[src/rtl/coherent_mem_arbiter.sv]
// coherent_mem_arbiter: round-robin arbiter between CPUS caches and one RAM port,
// with snoop broadcast, invalidation and cache-to-cache transfer plus RAM write-back.
module coherent_mem_arbiter #(
    parameter int CPUS  = 4,
    parameter int WORDS = 2
) (
    input  logic              CLK,
    input  logic              nRST,
    input  logic [CPUS-1:0]   iREN,
    input  logic [31:0]       iaddr       [CPUS],
    input  logic [CPUS-1:0]   dREN,
    input  logic [CPUS-1:0]   dWEN,
    input  logic [31:0]       daddr       [CPUS],
    input  logic [31:0]       dstore      [CPUS],
    input  logic [CPUS-1:0]   cctrans,
    input  logic [CPUS-1:0]   ccwrite,
    output logic [CPUS-1:0]   iwait,
    output logic [CPUS-1:0]   dwait,
    output logic [31:0]       iload       [CPUS],
    output logic [31:0]       dload       [CPUS],
    output logic [CPUS-1:0]   ccwait,
    output logic [CPUS-1:0]   ccinv,
    output logic [31:0]       ccsnoopaddr [CPUS],
    output logic              ramREN,
    output logic              ramWEN,
    output logic [31:0]       ramaddr,
    output logic [31:0]       ramstore,
    input  logic [31:0]       ramload,
    input  logic [1:0]        ramstate
);
    localparam int WB = $clog2(WORDS);
    localparam int CW = (WB > 0) ? WB : 1;
    localparam int PW = $clog2(CPUS);
    localparam logic [1:0] ACCESS = 2'd2;

    typedef enum logic [2:0] {IDLE, SNOOP, C2C, RAMRD, RAMWR, IFETCH} state_t;

    state_t          state_q, state_d;
    logic [PW-1:0]   rr_ptr_q, rr_ptr_d, req_q, req_d, src_q, src_d, gnt, k, nxt;
    logic [CW-1:0]   wcnt_q, wcnt_d;
    logic            rdx_q, rdx_d, found, hit, adv, last;
    logic [CPUS-1:0] elig;
    logic [31:0]     base, word_a;

    assign elig   = dWEN | (dREN & cctrans) | iREN;
    assign base   = {daddr[req_q][31:WB+2], {(WB+2){1'b0}}};
    assign word_a = base | (32'(wcnt_q) << 2);
    assign nxt    = (req_q == PW'(CPUS-1)) ? '0 : req_q + 1'b1;
    assign last   = wcnt_q == CW'(WORDS-1);

    always_ff @(posedge CLK or negedge nRST) begin
        if (!nRST) begin
            state_q  <= IDLE;
            rr_ptr_q <= '0;
            req_q    <= '0;
            src_q    <= '0;
            wcnt_q   <= '0;
            rdx_q    <= 1'b0;
        end else begin
            state_q  <= state_d;
            rr_ptr_q <= rr_ptr_d;
            req_q    <= req_d;
            src_q    <= src_d;
            wcnt_q   <= wcnt_d;
            rdx_q    <= rdx_d;
        end
    end

    always_comb begin
        state_d  = state_q;
        rr_ptr_d = rr_ptr_q;
        req_d    = req_q;
        src_d    = src_q;
        wcnt_d   = wcnt_q;
        rdx_d    = rdx_q;
        iwait    = '1;
        dwait    = '1;
        ccwait   = '0;
        ccinv    = '0;
        ramREN   = 1'b0;
        ramWEN   = 1'b0;
        ramaddr  = '0;
        ramstore = '0;
        for (int j = 0; j < CPUS; j++) begin
            iload[j]       = '0;
            dload[j]       = '0;
            ccsnoopaddr[j] = '0;
        end
        found = 1'b0;
        hit   = 1'b0;
        adv   = 1'b0;
        gnt   = '0;
        k     = '0;
        case (state_q)
            IDLE: begin
                for (int i = 0; i < CPUS; i++) begin
                    k = PW'((int'(rr_ptr_q) + i) % CPUS);
                    if (!found && elig[k]) begin
                        found = 1'b1;
                        gnt   = k;
                    end
                end
                if (found) begin
                    req_d   = gnt;
                    rdx_d   = ccwrite[gnt];
                    state_d = dWEN[gnt] ? RAMWR : (dREN[gnt] && cctrans[gnt]) ? SNOOP : IFETCH;
                end
            end
            SNOOP: begin
                for (int j = 0; j < CPUS; j++) begin
                    if (j != int'(req_q)) begin
                        ccwait[j]      = 1'b1;
                        ccinv[j]       = rdx_q;
                        ccsnoopaddr[j] = base;
                        if (cctrans[j] && !hit) begin
                            hit   = 1'b1;
                            src_d = PW'(j);
                        end
                    end
                end
                state_d = hit ? C2C : RAMRD;
            end
            C2C: begin
                ccwait[src_q]      = 1'b1;
                ccinv[src_q]       = rdx_q;
                ccsnoopaddr[src_q] = word_a;
                ramWEN             = 1'b1;
                ramaddr            = word_a;
                ramstore           = dstore[src_q];
                dload[req_q]       = dstore[src_q];
                adv                = 1'b1;
            end
            RAMRD: begin
                ramREN       = 1'b1;
                ramaddr      = word_a;
                dload[req_q] = ramload;
                adv          = 1'b1;
            end
            RAMWR: begin
                ramWEN   = 1'b1;
                ramaddr  = word_a;
                ramstore = dstore[req_q];
                adv      = 1'b1;
            end
            IFETCH: begin
                ramREN       = 1'b1;
                ramaddr      = iaddr[req_q];
                iload[req_q] = ramload;
                if (ramstate == ACCESS) begin
                    iwait[req_q] = 1'b0;
                    state_d      = IDLE;
                    rr_ptr_d     = nxt;
                end
            end
            default: state_d = IDLE;
        endcase
        // Block transfers advance one word per ACCESS; other RAM states just hold.
        if (adv && ramstate == ACCESS) begin
            dwait[req_q] = 1'b0;
            wcnt_d       = last ? '0 : wcnt_q + 1'b1;
            if (last) begin
                state_d  = IDLE;
                rr_ptr_d = nxt;
            end
        end
    end
endmodule

[config.mk]
export PLATFORM = sky130hd
export DESIGN_NAME = coherent_mem_arbiter
export DESIGN_NICKNAME = d
export VERILOG_FILES = /design/src/rtl/coherent_mem_arbiter.sv
export SDC_FILE = /design/constraint.sdc
export NUM_CORES = 1
export LEC_CHECK = 0
export ABC_AREA = 1
export BUFFER_PORTS_ARGS = -buffer_cell sky130_fd_sc_hd__buf_2
export CELL_PAD_IN_SITES_DETAIL_PLACEMENT = 0
export CELL_PAD_IN_SITES_GLOBAL_PLACEMENT = 2
export CORE_AREA = 2 2 354 356
export DETAILED_ROUTE_END_ITERATION = 10
export DIE_AREA = 0 0 356 358
export PLACE_DENSITY_LB_ADDON = 0.1
export SETUP_SLACK_MARGIN = 0.4
export SLEW_MARGIN = 20
export SYNTH_ARGS = -nofsm -noshare
export SYNTH_HDL_FRONTEND = slang
export SYNTH_SLANG_ARGS = --single-unit
[constraint.sdc]
create_clock -name CLK -period 1.9 [get_ports CLK]
set_input_delay 0.095 -clock CLK [delete_from_list [all_inputs] [get_ports CLK]]
set_output_delay 0.095 -clock CLK [all_outputs]
set_load 0.02 [all_outputs]
# ---- After elaboration in Yosys (flattened, before gate mapping)
# Index checks and enable logic that the tools add are counted.
# W data, S select, Z words.
dict set report totals {
  reg_bits 11
  inputBits 440
  out_inout_bits 466
  word_cells 177
}
dict set report classes {
  addsub 5
  order_cmp 13
  eq_ne 10
  n_mux 108
  bitwise_logic 11
  reduce_logical 24
}
# operator count
set op_table {}
lappend op_table {{$pmux W128 S2} 2}
lappend op_table {{$mux W32} 14}
lappend op_table {{$and A128 B128 Y128} 3}
lappend op_table {{$bmux W32 S2} 4}
lappend op_table {{$demux W32 S2} 2}
lappend op_table {{$mux W128} 1}
lappend op_table {{$pmux W32 S2} 2}
lappend op_table {{$mux W1} 43}
lappend op_table {{$mux W2} 18}
lappend op_table {{$or A32 B3 Y32} 1}
lappend op_table {{$lt A2 B3 Y1 const B} 7}
lappend op_table {{$mux W3} 6}
lappend op_table {{$bmux W1 S2} 8}
lappend op_table {{$pmux W4 S2} 2}
lappend op_table {{$logic_and A1 B1 Y1} 12}
lappend op_table {{$mux W4} 3}
lappend op_table {{$pmux W3 S4} 1}
lappend op_table {{$and A4 B4 Y4} 2}
lappend op_table {{$or A4 B4 Y4} 2}
lappend op_table {{$eq A3 B2 Y1 const B} 2}
lappend op_table {{$eq A3 B3 Y1 const B} 2}
lappend op_table {{$ge A3 B3 Y1 const B} 2}
lappend op_table {{$logic_not A1 Y1} 6}
lappend op_table {{$lt A3 B1 Y1 const B} 2}
lappend op_table {{16 further kinds} 24}

# ---- Longest topological paths before layout
dict set report logic_depth {
  depth_word 28
  mapped_depth 17
  mapped_depth_nobuf 16
}

# ---- Worst setup path before layout
# Ideal clock, no wire load.
dict set report synth_path {
  kind {reg2out}
  startpoint {reg req_q[0]}
  endpoint {out ccsnoopaddr[38] (netlist bit)}
  arrival_ns 2.228
  required_ns 1.805
  path_slack_ns -0.423
  stages_incl_launch_ff 10
  n_path_buf 4
  cell_sequence {dfrtp_1 -> buf_2 -> inv_2 -> buf_2 -> clkbuf_1 -> ha_1 -> o22ai_2 -> inv_2 -> clkbuf_1 -> nor2_1}
}
# item line
set synth_lines {}
lappend synth_lines {{start, declared} 39} ;# logic [PW-1:0] rr_ptr_q, rr_ptr_d, req_q, req_d, src_q, src_d, gnt, k, nxt;
lappend synth_lines {{start signal, assigned} 62} ;# req_q <= req_d;
lappend synth_lines {{end, declared} 23} ;# output logic [31:0] ccsnoopaddr [CPUS],

# ---- Worst setup path in the final report
dict set report layout_path {
  startpoint {reg src_q[1]}
  endpoint {out ramstore[3]}
}
dict set report layout_between {
  elab_chain_len 5
}
# item line
set layout_lines {}
lappend layout_lines {{start, declared} 39}
lappend layout_lines {{start signal, assigned} 63} ;# src_q <= src_d;
lappend layout_lines {{$not A2 Y3 (implied by the code)} 129} ;# ramstore = dstore[src_q];
lappend layout_lines {{$bmux W32 S2} 129}
lappend layout_lines {{$mux W32 (implied by the code) (2 in series)} 129}
lappend layout_lines {{$pmux W32 S2} 94} ;# case (state_q)
lappend layout_lines {{end, declared} 27} ;# output logic [31:0] ramstore,
# Every way passes these cells. The select of a mux whose other input is x is not followed.

==> qor.yml <==
status:
  status: "finished, violations left"
  violations: "negative setup slack"
clocking:
  root_buffer: "clkbuf_16"
  htreeDepth: 1
  cts_num_sinks: 11
  clkLatencyLatePin_ns: 0.25
  cts_tree: "yes"
  numCtsBuffers: 3
  cts_max_path_buffers: 2
  clk_pin_slew_ns: 0.05
floorplan:
  ioPinCount: 906
  die_h_um: 358
  placement_rows: 129
  dieArea_mm2: 0.127
  initial_core_util: 0.0624
  core-area_mm2: 0.123
  fp.dieW_um: 356
global_route:
  grt_pass1_wl_mm: 143
  grt_overflow_total: 0
  grt_pass1_vias: 16500
  antenna_found_initial: 89
  grt_use_total: 0.161
  grt_max_degree: 55
detailed_routing:
  drc: 0
  ant_nets: 0
  vias_per_cell: 3.70
  firstDrtPassIters: 5
  wl_per_cell_um: 25.5
  vias: 16400
  drt-initial-drc-count: 666
  wl_mm: 113
worst_setup_path:
  cp_top_family: "buffers and inverters"
  cp.required_ns: 1.80
  path_class: "flop to output port"
  cp_slowest_cell: "dfrtp_2"
  crit_path_end_kind: "output port"
  cpPeakStageDelay_ns: 0.42
  critical_path_arrival_ns: 2.13
  crit_chain: "buf_6 > nor2_4 > buf_12 > buf_12 > buf_16 > a221oi_4 > nor2_4 > buf_6 > a31o_4 > buf_6"
  crit_top_cell: "buf_6"
  crit_fanout: 7
  path_buf_inv: 6
  worstSetupStartpointType: "flop"
sta:
  fmaxAchievable_mhz: 449
  worst_slack_ns: -0.327
  hold_ws_ns: 0.195
  rsz0062_at_grt: "true"
  skew_ns: 0.00217
  finalSetupTns_ns: -77.79
  fin_crit_ns: 2.23
  setup_viol: 451
  period_share: 1.17
  hold_viol: 0
  report.final.slew_viol_count: 0
power:
  total_power_w: 0.0347
  peakVddDrop_uv: 489
  power.leakage_nw: 11.1
  p_per_area_mw_per_mm2: 1520
placed_design:
  place.port_buffers: 885
  place_inst: 4280
  gp_congestion: 0.810
  dp_hpwl_mm: 89.9
synth:
  ys_seq_area_frac: 0.0358
  synth.avg_cell_area_um2: 4.68
  synth_cell_types: 36
  synth_flop_cell: "dfrtp_1"
  syn_inst: 1645
  synth-async-reset-ratio: 1.00
  synth_area_mm2: 0.00770
  yosys_warnings: 0
  ys_ff_latch: 11
  synth_edf_count: 0
final_layout:
  fin_util: 0.185
  syn_to_final_growth_pct: 197
  final_cell_count_no_fill: 4424
  layout_commonest_cell: "buf_2"
  final_cell_mix: "buf_2 (670), nand2_1 (278), buf_4 (246)"
  nets: 3208
  drive_gt1_frac: 0.666
min_path:
  worstHoldPathType: "input pin to flop"
flow_run:
  drv_cap: 0
==> routing by layer <==
layer / up-vias / share of wire / track usage
met4: 46 / 0.019 / 0.0197
met3: 180 / 0.057 / 0.0330
met5: - / 0.0027 / 0
li1: 7624 / - / -
met1: 7842 / 0.37 / 0.173
met2: 678 / 0.55 / 0.324
==> path summary, 6_finish.rpt <==
| path | from | to | slack, ns | cells after the start |
|---|---|---|---|---|
| max | src_q[1] | ramstore[3] | -0.33 | 10 |
| min | ccwrite[1] | rdx_q | 0.19 | 3 |
| max reg2reg | rr_ptr_q[0] | state_q[2] | -0.06 | 14 |
| min reg2reg | last | last | 0.51 | 2 |
| max in group asynchronous | nRST | req_q[1] | 1.27 | 2 |
| min in group asynchronous | nRST | rr_ptr_q[1] | 0.34 | 2 |
==> cell families (layout without fill, tap and decap cells) <==
logic type	after synthesis	in the layout	share of synthesized area
buf+inv	338	1449	0.173
fa+ha+maj	4	4	0.00650
compound gates	350	350	0.288
simple gates	941	941	0.496
other cells	1	32	0.000487
flops	11	11	0.0358
==> cells in the mapped netlist, types with 2 or more instances <==
master | n | area share
inv_1 | 187 | 0.091
o22ai_1 | 6 | 0.0049
nor2_2 | 2 | 0.0016
ha_1 | 4 | 0.0065
inv_2 | 10 | 0.0049
o21ai_1 | 3 | 0.0020
a221oi_1 | 32 | 0.036
a21oi_2 | 11 | 0.013
a21oi_1 | 118 | 0.077
buf_2 | 16 | 0.010
dfrtp_1 | 11 | 0.036
buf_1 | 10 | 0.0049
nor2_4 | 2 | 0.0029
nor3_2 | 2 | 0.0026
clkbuf_1 | 104 | 0.051
o22ai_2 | 2 | 0.0033
nand2_2 | 6 | 0.0049
nand2_4 | 2 | 0.0029
nand3_1 | 139 | 0.090
nor2_1 | 381 | 0.19
a32o_1 | 4 | 0.0052
a221o_1 | 26 | 0.034
nand2_1 | 390 | 0.19
o21ai_0 | 112 | 0.073
buf_4 | 8 | 0.0078
a31o_2 | 33 | 0.038
nand3_2 | 5 | 0.0065
nor3_1 | 11 | 0.0072
==> power breakdown <==
part	leakage [nW]	internal [W]	switching [W]
registers	0.128	0.000377	0.000204
clock network	0.0410	0.000282	0.000136
logic	10.9	0.0147	0.0190
==> registers in the layout, indices dropped and copies added (netlist names) <==
name / count
state_q: 3
req_q: 2
rr_ptr_q: 2
src_q: 2
last: 1
rdx_q: 1
==> tightest hold or removal path, delay by kind of cell <==
kind | cells | cell delay (ns)
buf+inv | 1 | 0.07
compound gates | 2 | 0.23
==> what timing repair did <==
item	in CTS	in global routing
setup endpoints to repair	468	469
gates cloned	24	20
resized for setup	523	461
endpoints found under the hold margin	11	0
hold buffers	1	0
pin swaps	71	71
buffers inserted	47	24
==> final cells by class <==
| cell class | count | area (µm²) |
|---|---|---|
| diodes | 24 | 60.1 |
| clock buffers | 3 | 75.1 |
| clock inverters | 1 | 5.00 |
| fillers | 14200 | 100000 |
| inverters | 198 | 823 |
| multi-input cells | 1303 | 9020 |
| flip-flops and latches | 11 | 287 |
| well taps | 1637 | 2050 |
| repair buffers | 1247 | 10500 |
==> metrics by stage <==
step	setup slack, ns	area [µm²]
2_1_floorplan	0.0428	9040
3_3_place_gp	-0.383	17500
3_5_place_dp	-0.395	17500
4_1_cts	-0.329	20500
5_1_grt	-0.396	22800
6_report	-0.327	22900
(Power assumes the default switching activity.)
